[config.mk]
export PLATFORM = sky130hd
export DESIGN_NAME = uart_tx_fifo
export DESIGN_NICKNAME = d
export VERILOG_FILES = /design/src/rtl/uart_pkg.sv /design/src/rtl/sync_fifo.sv /design/src/rtl/uart_tx_fifo.sv
export SDC_FILE = /design/constraint.sdc
export NUM_CORES = 1
export LEC_CHECK = 0
export ABC_CLOCK_PERIOD_IN_PS = 4110
export CAP_MARGIN = 10
export CELL_PAD_IN_SITES_DETAIL_PLACEMENT = 0
export CELL_PAD_IN_SITES_GLOBAL_PLACEMENT = 1
export CORE_MARGIN = 2
export CORE_UTILIZATION = 56
export CTS_CLUSTER_SIZE = 8
export DETAILED_ROUTE_END_ITERATION = 8
export PLACE_DENSITY = 0.88
export SLEW_MARGIN = 20
export SYNTH_ARGS = -nofsm -noshare
export SYNTH_HDL_FRONTEND = slang
export SYNTH_SLANG_ARGS = --single-unit
[constraint.sdc]
create_clock -name Clk -period 4.11 [get_ports Clk]
set_input_delay 0.6165 -clock Clk [delete_from_list [all_inputs] [get_ports Clk]]
set_output_delay 0.6165 -clock Clk [all_outputs]
set_load 0.05 [all_outputs]
[src/rtl/uart_pkg.sv]
// Shared constants and sequencer state encoding for the UART transmit FIFO.
package uart_pkg;
  localparam int BYTE_W        = 8;
  localparam int DEFAULT_DEPTH = 16;

  typedef enum logic [1:0] {
    IDLE      = 2'd0,
    START     = 2'd1,
    WAIT_DONE = 2'd2,
    GAP       = 2'd3
  } seq_state_e;
endpackage

[src/rtl/sync_fifo.sv]
// Single-clock byte FIFO; Full/Empty/Count come only from registered occupancy.
module sync_fifo
  import uart_pkg::*;
#(
  parameter int DEPTH  = DEFAULT_DEPTH,
  parameter int ADDR_W = 4
) (
  input  logic              clk,
  input  logic              rst,
  input  logic              push,
  input  logic [BYTE_W-1:0] wr_data,
  input  logic              pop,
  output logic [BYTE_W-1:0] rd_data,
  output logic              full,
  output logic              empty,
  output logic [ADDR_W:0]   count
);
  logic [BYTE_W-1:0] mem_q [DEPTH];
  logic [ADDR_W-1:0] wr_ptr_q, wr_ptr_d;
  logic [ADDR_W-1:0] rd_ptr_q, rd_ptr_d;
  logic [ADDR_W:0]   count_q, count_d;
  logic              push_ok, pop_ok;

  assign full    = (count_q == (ADDR_W+1)'(DEPTH));
  assign empty   = (count_q == '0);
  assign count   = count_q;
  assign rd_data = mem_q[rd_ptr_q];
  assign push_ok = push && !full;
  assign pop_ok  = pop && !empty;

  // Pointers wrap naturally because DEPTH is a power of two.
  always_comb begin
    wr_ptr_d = wr_ptr_q;
    rd_ptr_d = rd_ptr_q;
    count_d  = count_q;
    if (push_ok) wr_ptr_d = wr_ptr_q + 1'b1;
    if (pop_ok)  rd_ptr_d = rd_ptr_q + 1'b1;
    case ({push_ok, pop_ok})
      2'b10:   count_d = count_q + 1'b1;
      2'b01:   count_d = count_q - 1'b1;
      default: count_d = count_q;
    endcase
  end

  always_ff @(posedge clk or posedge rst) begin
    if (rst) begin
      wr_ptr_q <= '0;
      rd_ptr_q <= '0;
      count_q  <= '0;
    end else begin
      wr_ptr_q <= wr_ptr_d;
      rd_ptr_q <= rd_ptr_d;
      count_q  <= count_d;
    end
  end

  always_ff @(posedge clk) begin
    if (push_ok) mem_q[wr_ptr_q] <= wr_data;
  end
endmodule

[src/rtl/uart_tx_fifo.sv]
// Byte FIFO plus one-byte-in-flight transmit sequencer feeding the UART transmitter.
// UART_TX_GAP_EN adds a GAP state holding off GAP_CYCLES cycles after each TxDone.
module uart_tx_fifo
  import uart_pkg::*;
#(
  parameter int DEPTH  = DEFAULT_DEPTH,
  parameter int ADDR_W = 4
`ifdef UART_TX_GAP_EN
  ,
  parameter int GAP_CYCLES = 16
`endif
) (
  input  logic              Clk,
  input  logic              Rst,
  input  logic [BYTE_W-1:0] WrData,
  input  logic              WrEn,
  output logic              Full,
  output logic              Empty,
  output logic [ADDR_W:0]   Count,
  output logic              Overflow,
  input  logic              OvfClr,
  output logic [BYTE_W-1:0] TxData,
  output logic              TxEn,
  input  logic              TxDone,
  output logic              TxBusy,
  output seq_state_e        DbgState
);
  seq_state_e        state_q, state_d;
  logic [BYTE_W-1:0] tx_data_q, tx_data_d;
  logic              tx_en_q, tx_en_d;
  logic              ovf_q, ovf_d;
  logic              pop;
  logic [BYTE_W-1:0] rd_data;

`ifdef UART_TX_GAP_EN
  localparam int GAP_W = (GAP_CYCLES > 1) ? $clog2(GAP_CYCLES) : 1;
  logic [GAP_W-1:0] gap_cnt_q, gap_cnt_d;
`endif

  sync_fifo #(.DEPTH(DEPTH), .ADDR_W(ADDR_W)) u_fifo (
    .clk     (Clk),
    .rst     (Rst),
    .push    (WrEn),
    .wr_data (WrData),
    .pop     (pop),
    .rd_data (rd_data),
    .full    (Full),
    .empty   (Empty),
    .count   (Count)
  );

  // A push attempted while Full is lost even if a pop frees space this edge.
  always_comb begin
    ovf_d = ovf_q;
    if (WrEn && Full) ovf_d = 1'b1;
    else if (OvfClr)  ovf_d = 1'b0;
  end

  always_comb begin
    state_d   = state_q;
    tx_data_d = tx_data_q;
    tx_en_d   = 1'b0;
    pop       = 1'b0;
`ifdef UART_TX_GAP_EN
    gap_cnt_d = gap_cnt_q;
`endif
    case (state_q)
      IDLE: begin
        if (!Empty) begin
          pop       = 1'b1;
          tx_data_d = rd_data;
          tx_en_d   = 1'b1;
          state_d   = START;
        end
      end
      START: state_d = WAIT_DONE;
      WAIT_DONE: begin
        if (TxDone) begin
`ifdef UART_TX_GAP_EN
          state_d   = GAP;
          gap_cnt_d = '0;
`else
          state_d   = IDLE;
`endif
        end
      end
`ifdef UART_TX_GAP_EN
      GAP: begin
        if (gap_cnt_q == GAP_W'(GAP_CYCLES - 1)) state_d = IDLE;
        else gap_cnt_d = gap_cnt_q + 1'b1;
      end
`endif
      default: state_d = IDLE;
    endcase
  end

  always_ff @(posedge Clk or posedge Rst) begin
    if (Rst) begin
      state_q   <= IDLE;
      tx_data_q <= '0;
      tx_en_q   <= 1'b0;
      ovf_q     <= 1'b0;
`ifdef UART_TX_GAP_EN
      gap_cnt_q <= '0;
`endif
    end else begin
      state_q   <= state_d;
      tx_data_q <= tx_data_d;
      tx_en_q   <= tx_en_d;
      ovf_q     <= ovf_d;
`ifdef UART_TX_GAP_EN
      gap_cnt_q <= gap_cnt_d;
`endif
    end
  end

  assign TxData   = tx_data_q;
  assign TxEn     = tx_en_q;
  assign Overflow = ovf_q;
  assign TxBusy   = (state_q != IDLE);
  assign DbgState = state_q;
endmodule

### Yosys cells after proc, flatten, opt, wreduce, memory -nomap -nowiden

Memory sizes are Yosys's and may differ from the RTL's. A register that Yosys moved wholly into a read port is not among the register bits.
Index checks and enable logic that the tools add are counted.

* reduce and logical (&&, ||, !) cells: 12
* add/subtract/negate cells: 4
* bitwise logic cells: 1
* equal/unequal tests: 7
* mux-type cells: 10

Operators by type and width (number)
* case mux 5 bit (2 select lines): 1
* adder 4 x 1 -> 4 bit (second input constant): 2
* two-way mux 1 bit: 6
* case mux 2 bit (3 select lines): 1
* nonzero test 2 bit: 3
* adder 5 x 1 -> 5 bit (second input constant): 1
* == test 5 bit (second input constant): 1
* logical NOT 5 bit: 1
* subtractor 5 x 1 -> 5 bit (second input constant): 1
* == test 2 x 1 -> 1 bit (second input constant): 2
* == test 2 bit (second input constant): 2
* two-way mux 2 bit: 2
* inequality test 2 bit (second input constant): 2
* AND reduction 2 bit: 2
* logical AND 1 bit: 3
* logical NOT 1 bit: 2
* logical NOT 2 bit: 1
* inverter 1 bit: 1

* bits of input ports: 13
* output and inout bits: 20
* word-level logic and storage cells: 41
* memory bits (writable): 128
* memories: 1
* register bits after elaboration: 17

Memory list
* u_fifo.mem_q: words 16, width 8, read ports 1, clocked after memory_dff 1, write ports 1, line sync_fifo.sv:18 `logic [BYTE_W-1:0] mem_q [DEPTH];`

### Longest topological paths before layout

Gate-level depths: netlist of run 1.

* depth after elaboration: 6
* gate-level depth with buffers: 12
* mapped depth without buffers: 10

### Cells and area by module

A second synthesis of run 1 with hierarchy kept.

* cell total of the unflattened synthesis: 362
* area, all modules: 6247.2 sq um

By module, submodules not included
* sync_fifo: times used 1, cells each 333, area an instance 5796.8 sq um
* uart_tx_fifo: times used 1, cells each 29, area an instance 450.4 sq um

### Worst setup path after synthesis of run 1

Ideal clock, no wire load.

* path type: register to register
* start: register u_fifo.count_q[2], in the netlist u_fifo.count[2]
* end: register u_fifo.count_q[2], in the netlist u_fifo.count[2]
* setup slack: 1.437 ns
* buffers on the path: 2
* clock period less this slack: 2.673 ns
* stages on the path, launching flop included: 13
* library setup time: 0.125 ns
* arrival time: 2.548 ns
* cells stage by stage: dfrtp_1 buf_6 nor4_4 a21o_2 inv_2 ha_1 buf_2 xor2_1 ha_1 a21oi_1 xor2_1 nor2_1 xor2_1

* word-level cells in the longest chain between the ends: 6
* elaborated cells on any way between the ends: 14
* classes of those cells: 2 x add/sub; 3 x eq/ne; 3 x mux; 6 x reduce/logical

RTL lines
* start, declared: line sync_fifo.sv:21 `logic [ADDR_W:0] count_q, count_d;`
* start signal, assigned: line sync_fifo.sv:53 `count_q <= count_d;`
* logical NOT 5 bit *: line sync_fifo.sv:25 `assign empty = (count_q == '0);`
* two-way mux 1 bit *: line uart_tx_fifo.sv:69 `if (!Empty) begin`
* two-way mux 1 bit *: line uart_tx_fifo.sv:67 `case (state_q)`
* named net pop: line uart_tx_fifo.sv:32 `logic pop;`
* logical AND 1 bit *: line sync_fifo.sv:29 `assign pop_ok = pop && !empty;`
* == test 2 x 1 -> 1 bit or == test 2 bit (tied branches): line sync_fifo.sv:38 `case ({push_ok, pop_ok})`
* case mux 5 bit (2 select lines) or nonzero test 2 bit (tied branches)

Mark *: on every way through the listed nets, which the timed path passes. The rest lies on a longest branch.
A chain may end at the register's enable or synchronous reset.

### Worst setup path after layout of run 1

* start: register u_fifo.count_q[2], in the netlist u_fifo.count[2]
* end: output port Full

* word-level cells in the longest chain between the ends: 1

RTL lines
* == test 5 bit: line sync_fifo.sv:24 `assign full = (count_q == (ADDR_W+1)'(DEPTH));`
* end, declared: line uart_tx_fifo.sv:17 `output logic Full,`

Every way passes these cells.

==> out/results.ini, run 1 <==
[drt]
dr_wl_met3_um=618
routed_wl_mm=11.01
num_vias=3002
drc=0
wl_met1_mm=4.607
drt-pass1-iter-count=4
wire_per_inst_um=21.42
top_layer_used=met4
first_iter_violations=289
vias_per_cell=5.840
wl_met2_mm=5.691
ant_nets=0

[logic_synthesis]
ys_top_cells_by_count=128 x edfxtp_1, 25 x dfrtp_1, 21 x nand2_1
yosysWarnings=0
synth_flop_cell=edfxtp_1
syn_area_per_cell_um2=19.37
synthCells=322
synth-edff-count=128
netlist.area_leader.share=0.6161
yosysUniqueCellTypes=42
synthTopCellsByArea=edfxtp_1 62%, dfrtp_1 10%, mux4_2 6.9%
yosysMostFrequentCell=edfxtp_1
seq_area_frac_synth=0.7164
synth-seq-cells=153
yosys.area.top_type=edfxtp_1
synth_area_mm2=0.006238
synth_nets=343
synthArstFlopShare=0.1634

[clock_network]
clockBufferDepth=2
cts-root-buf=clkbuf_8
tritoncts=built
clk_pin_slew_worst_paths_ps=60
post-cts-setup-buffers=0
postCtsHoldBufs=0
cts_buffers=17
cts-htree-levels=4
cts_repair_resize_count=0
clock_sinks=153
clock_latency_ps=520

[grt]
grt.total_usage=0.2066
grt_antenna_before_repair=0
grt_pass1_vias=2954
grt_start_max_net_pins=35
overflow=0
grt_pass1_wl_mm=17.05

[sta]
maxSlewViolCount=0
finClkSkew_ps=9.770
worst_pin_slew_ps=1132
rsz0062_at_grt=no
hold_viol=0
max_slew_margin=0.2454
finalCritPeriodShare=0.7368
min_period_ps=3028
timing.fmax_mhz=330.2
setup_tns_ps=0
setup_viol=0

[power]
leakagePower_nw=2.504
ir_drop_mv=0.4086
p_total_w=0.005412
cellPowerDensity_mw_per_mm2=752.9

[critical_path]
cp-start-kind=flop
r2r_end=u_fifo.count[2]
critical_path.startpoint=u_fifo.count[2]
worstReg2RegStart=u_fifo.count[2]
worst_setup_path_end_kind=output pin
worstSetupPathType=flop to output pin
crit_required_ps=3490
cp_max_fo=8
crit_end=Full
cp.arrival_ps=2410
regToRegSetupSlack_ps=1330
ff2ff_path_depth=10

[floorplanning]
rows=38
die_area_mm2=0.01200
die_h_um=109.5
design.core.area_mm2=0.01084
die_w_um=109.5
start_util=0.5755
ios=33

[final_layout]
antenna_cells=0
num-fill-cells=717
drive_above_1_share=0.1684
area_growth_pct=15.22
final_nets=382

[place]
io_buffers=32
hpwlAfterDp_mm=6.889
gp_congestion=0.7389

[run_status]
status=finished clean

[job]
cap_violations=0

[worst_hold_path]
worstHoldPathType=primary input to asynchronous set/reset pin

-- registers in the layout, summed over array words and instances, names as in the netlist --
register	flops
TxData	8
TxEn	1
u_fifo.count	5
u_fifo.wr_ptr_q	4
u_fifo.rd_ptr_q	4
Overflow	1
DbgState	2
u_fifo.mem_q	128
-- per-stage QoR --
stage	area, µm²	setup WS, ps	std cells	util	hold WS, ps
finish	7188	1082	514	0.6631	501.2
CTS	7186	1069	514	0.6629	502.8
global placement	6610	1204	482	0.6098	476.8
detailed placement	6610	1144	482	0.6098	483.1
global route	7188	994.8	514	0.6631	532.9
floorplan	6238	1437	322	-	517.8
-- worst max-delay path, cell delays in order (launching register included) --
cell             delay [ps]
dfrtp_1                 490
nor4_4                  390
and2_1                  200
clkdlybuf4s50_1         800
-- cell families (layout without fill, tap and decap cells) --
group	count (synthesis)	after routing	share of synthesized area
multiplexers	50	50	0.1524
AO/OA/AOI/OAI	19	19	0.02407
AND/OR/NAND/NOR	54	54	0.04272
flip-flops	153	153	0.7164
XOR/XNOR	12	12	0.01685
adder cells (fa/ha/maj)	8	8	0.01605
buffers and inverters	26	78	0.03149
-- routing by layer --
layer | track usage | vias up
li1 | - | 1360
met1 | 0.2693 | 1539
met2 | 0.3439 | 96
met3 | 0.05394 | 7
met4 | 0.06510 | 0
met5 | 0 | -
-- how the worst min path moves through the flow --
stage	end	slack, ps
global route	DbgState[1]	530
CTS	TxData[3]	500
global placement	DbgState[1]	480
detailed placement	TxData[3]	480
finish	DbgState[1]	500
floorplan	u_fifo.rd_ptr_q[0]	520
-- final cells by class --
type	instances	area (µm²)	share of cell area
inverters	9	33.78	0.004700
well taps	140	175.2	0.02437
multi-input cells	143	1573	0.2188
repair buffers	37	357.8	0.04978
clock buffers	19	421.7	0.05866
clock inverters	13	153.9	0.02141
flip-flops and latches	153	4473	0.6223
-- placed cells by master, fill, tap and decap left out, drive strengths merged, types with 3 or more instances in the layout --
cell type / count
nor3: 5
clkinvlp: 4
xnor2: 7
dfrtp: 25
inv: 8
o221ai: 8
xor2: 5
edfxtp: 128
nand2b: 4
nor2: 13
mux2i: 17
clkinv: 7
bufinv: 3
buf: 5
nand2: 22
clkdlybuf4s50: 32
clkbuf: 19
ha: 8
mux4: 32
-- where the power goes --
group,switching (W),internal [W],total [W]
logic,0.000919,0.000747,0.00167
registers,0.000307,0.00195,0.00225
clock network,0.000573,0.000918,0.00149
Note: power is estimated with default switching activity, not from simulation.
==> run 2: changes to the inputs <==
--- a/config.mk
+++ b/config.mk
@@ -5,15 +5,15 @@
 export SDC_FILE = /design/constraint.sdc
 export NUM_CORES = 1
 export LEC_CHECK = 0
-export ABC_CLOCK_PERIOD_IN_PS = 4110
+export ABC_CLOCK_PERIOD_IN_PS = 2700
 export CAP_MARGIN = 10
 export CELL_PAD_IN_SITES_DETAIL_PLACEMENT = 0
 export CELL_PAD_IN_SITES_GLOBAL_PLACEMENT = 1
 export CORE_MARGIN = 2
-export CORE_UTILIZATION = 56
+export CORE_UTILIZATION = 47
 export CTS_CLUSTER_SIZE = 8
 export DETAILED_ROUTE_END_ITERATION = 8
-export PLACE_DENSITY = 0.88
+export PLACE_DENSITY = 0.79
 export SLEW_MARGIN = 20
 export SYNTH_ARGS = -nofsm -noshare
 export SYNTH_HDL_FRONTEND = slang
==> constraint.sdc (replaced) <==
create_clock -name Clk -period 2.7 [get_ports Clk]
set_input_delay 0.405 -clock Clk [delete_from_list [all_inputs] [get_ports Clk]]
set_output_delay 0.405 -clock Clk [all_outputs]
set_load 0.05 [all_outputs]
==> run 2 against run 1 <==
Net effect:
- clock skew shrank 3.9 ps
- worst setup slack lost 1000 ps
- via count grew 1.5%
- wire length grew 3.8%
- critical path type unchanged
- flip-flop and latch count is the same
- combinational power grew 72%
- clock power grew 42%
- final area grew 2.1%
- total power grew 52%
- register-to-register slack lost 1200 ps
- highest routed layer unchanged
- worst hold slack lost 140 ps
- core utilization shrank 10 points
==> out/results.ini, run 2 (synthesized netlist as in run 1, its figures left out) <==
[sta]
max_slew_margin=0.6027  ; was 0.2454
rsz0062_at_grt=no  ; unchanged
hold_viol=0  ; unchanged
min_period_ps=2626
setup_tns_ps=0  ; unchanged
finClkSkew_ps=5.870  ; was 9.770 ps
worst_pin_slew_ps=594.0  ; was 1132 ps
finalCritPeriodShare=0.9727
whs_ps=359.7  ; was 501.2 ps
maxSlewViolCount=0  ; unchanged
setup_viol=0  ; unchanged
timing.fmax_mhz=380.8

[final_layout]
antenna_cells=0  ; unchanged
final_common_cell=edfxtp_1  ; unchanged
final_nets=400  ; was 382
multi_input_area_mm2=0.001573  ; unchanged
seqCellArea_mm2=0.004471  ; was 0.004473 mm²
final_cell_mix=128 x edfxtp_1, 31 x clkdlybuf4s50_1, 24 x dfrtp_1  ; was 128 x edfxtp_1, 32 x clkdlybuf4s50_1, 24 x dfrtp_1
area_growth_pct=17.59  ; was 15.22%
drive_above_1_share=0.2015  ; was 0.1684
largest_reg_flops=128  ; unchanged
num-fill-cells=972  ; was 717
fin_util=0.5606  ; was 0.6631
largest-register=u_fifo.mem_q  ; unchanged

[clock_network]
postCtsHoldBufs=0  ; unchanged
cts-root-buf=clkbuf_16  ; was clkbuf_8
cts-htree-levels=4  ; unchanged
cts_buffers=17  ; unchanged
clk_pin_slew_worst_paths_ps=60  ; about the same
clockBufferDepth=2  ; unchanged
clock_sinks=153  ; unchanged
clock_latency_ps=410  ; was 520 ps
tritoncts=built  ; unchanged

[grt]
grt_pass1_wl_mm=18.52  ; was 17.05 mm
overflow=0  ; unchanged
grt.total_usage=0.1801  ; was 0.2066
grt_start_max_net_pins=34  ; was 35
grt_antenna_before_repair=0  ; unchanged
grt_pass1_vias=3251  ; was 2954

[floorplanning]
die_area_mm2=0.01421  ; was 0.01200 mm²
design.core.area_mm2=0.01309  ; was 0.01084 mm²
ios=33  ; unchanged
start_util=0.4768  ; was 0.5755
rows=42  ; was 38
die_w_um=119.2  ; was 109.5 µm
die_h_um=119.2  ; was 109.5 µm

[critical_path]
worstSetupPathType=flop to output pin  ; unchanged
crit_required_ps=2300  ; was 3490 ps
path_delay_family=buffers and inverters  ; unchanged
critical_path_buf_inv_count=1  ; unchanged
cp.arrival_ps=2220  ; was 2410 ps
worst_setup_path_end_kind=output pin  ; unchanged
cp-start-kind=flop  ; unchanged
cp_max_fo=9  ; was 8
slowest_stage=clkdlybuf4s50_1  ; unchanged
max_stage_delay_ps=790  ; was 800 ps
crit_chain=nor4_4 > and2_1 > clkdlybuf4s50_1  ; unchanged

[power]
internal-power_w=0.005368  ; was 0.003612 W
p_switching_w=0.002844  ; was 0.001800 W
ir_drop_mv=0.6284  ; was 0.4086 mV
p_sw_frac=0.3463  ; was 0.3325
power_frac_comb=0.350  ; was 0.308
cellPowerDensity_mw_per_mm2=1119  ; was 752.9 mW/mm²
power_frac_clock=0.257  ; was 0.276
p_seq_frac=0.393  ; was 0.416
leakagePower_nw=2.593  ; was 2.504 nW

[drt]
drc=0  ; unchanged
first_iter_violations=171  ; was 289
ant_nets=0  ; unchanged
wire_per_inst_um=20.13  ; was 21.42 µm
num_vias=3046  ; was 3002
routed_wl_mm=11.43  ; was 11.01 mm
drt-pass1-iter-count=4  ; unchanged
vias_per_cell=5.363  ; was 5.840

[job]
cap_violations=0  ; unchanged

[place]
gp_congestion=0.7786  ; was 0.7389
io_buffers=32  ; unchanged
hpwlAfterDp_mm=7.244  ; was 6.889 mm

[run_status]
status=finished clean  ; unchanged

[worst_hold_path]
worstHoldPathType=primary input to asynchronous set/reset pin  ; unchanged

run 2: cell count changes in the layout (fill, tap and decap cells not counted), moves of 3 or more:
cell       previous run  this run
buf_4                 5        22
inv_6                 0         4
bufinv_16             3         0
clkinv_2              5         0
run 2: what timing repair did:
item / CTS / global route
setup buffers: 0 / 0
endpoints found under the setup margin: 0 / 1
resized for setup: 0 / 1
run 2: metrics by stage:
step | worst slack (ps) | total power (W) | std cells | cell area (µm²)
2_1_floorplan | 26.52 | 0.005447 | 322 | 6238
3_3_place_gp | 217.3 | 0.006110 | 536 | 6803
3_5_place_dp | 173.1 | 0.006189 | 536 | 6803
4_1_cts | 16.36 | 0.008304 | 568 | 7333
5_1_grt | 6.158 | 0.008644 | 568 | 7336
6_report | 73.60 | 0.008211 | 568 | 7336
run 2: worst reg2reg max path: stages (launching register included):
cell	delay [ps]
dfrtp_1	490
nor4_4	350
a21o_2	200
inv_2	70
ha_1	330
xor2_1	220
ha_1	230
a21oi_1	160
xor2_1	150
nor2_1	60
xor2_1	150
run 2: metal layers:
metal	GRT usage	wire, µm	vias up	share of wire
li1	-	-	1392	-
met1	0.2320	5002	1557	0.44
met2	0.2884	5655	84	0.49
met3	0.06322	630	13	0.055
met4	0.05804	144	0	0.013
met5	0	0	-	0
run 2: final timing paths:
kind,start,endpoint,slack (ps),cells after the start
worst max-delay path,u_fifo.count[1],Empty,70,3
worst min-delay path,Rst,u_fifo.rd_ptr_q[3],360,3
worst max register to register,u_fifo.count[1],u_fifo.count[2],170,10
worst min register to register,TxData[0],TxData[0],490,2
max in group asynchronous,Rst,u_fifo.rd_ptr_q[2],2070,3
min in group Clk,TxData[0],TxData[0],490,2
run 2: power groups by stage:
stage	clock (W)	sequential, W	combinational (W)
final	0.00211	0.00323	0.00287
after global placement	0	0.00326	0.00285
after CTS	0.00215	0.00323	0.00292
after detailed placement	0	0.00328	0.00291
after floorplan	0	0.00357	0.00188
after global routing	0.00225	0.00328	0.00311
run 2: cell type report:
| cell class | count | share of cell area |
|---|---|---|
| sequential | 153 | 0.6094 |
| multi-input combinational | 143 | 0.2144 |
| inverter | 9 | 0.004605 |
| tap | 176 | 0.03002 |
| clock inverter | 12 | 0.01279 |
| clock buffer | 20 | 0.05953 |
| timing repair buffer | 55 | 0.06925 |
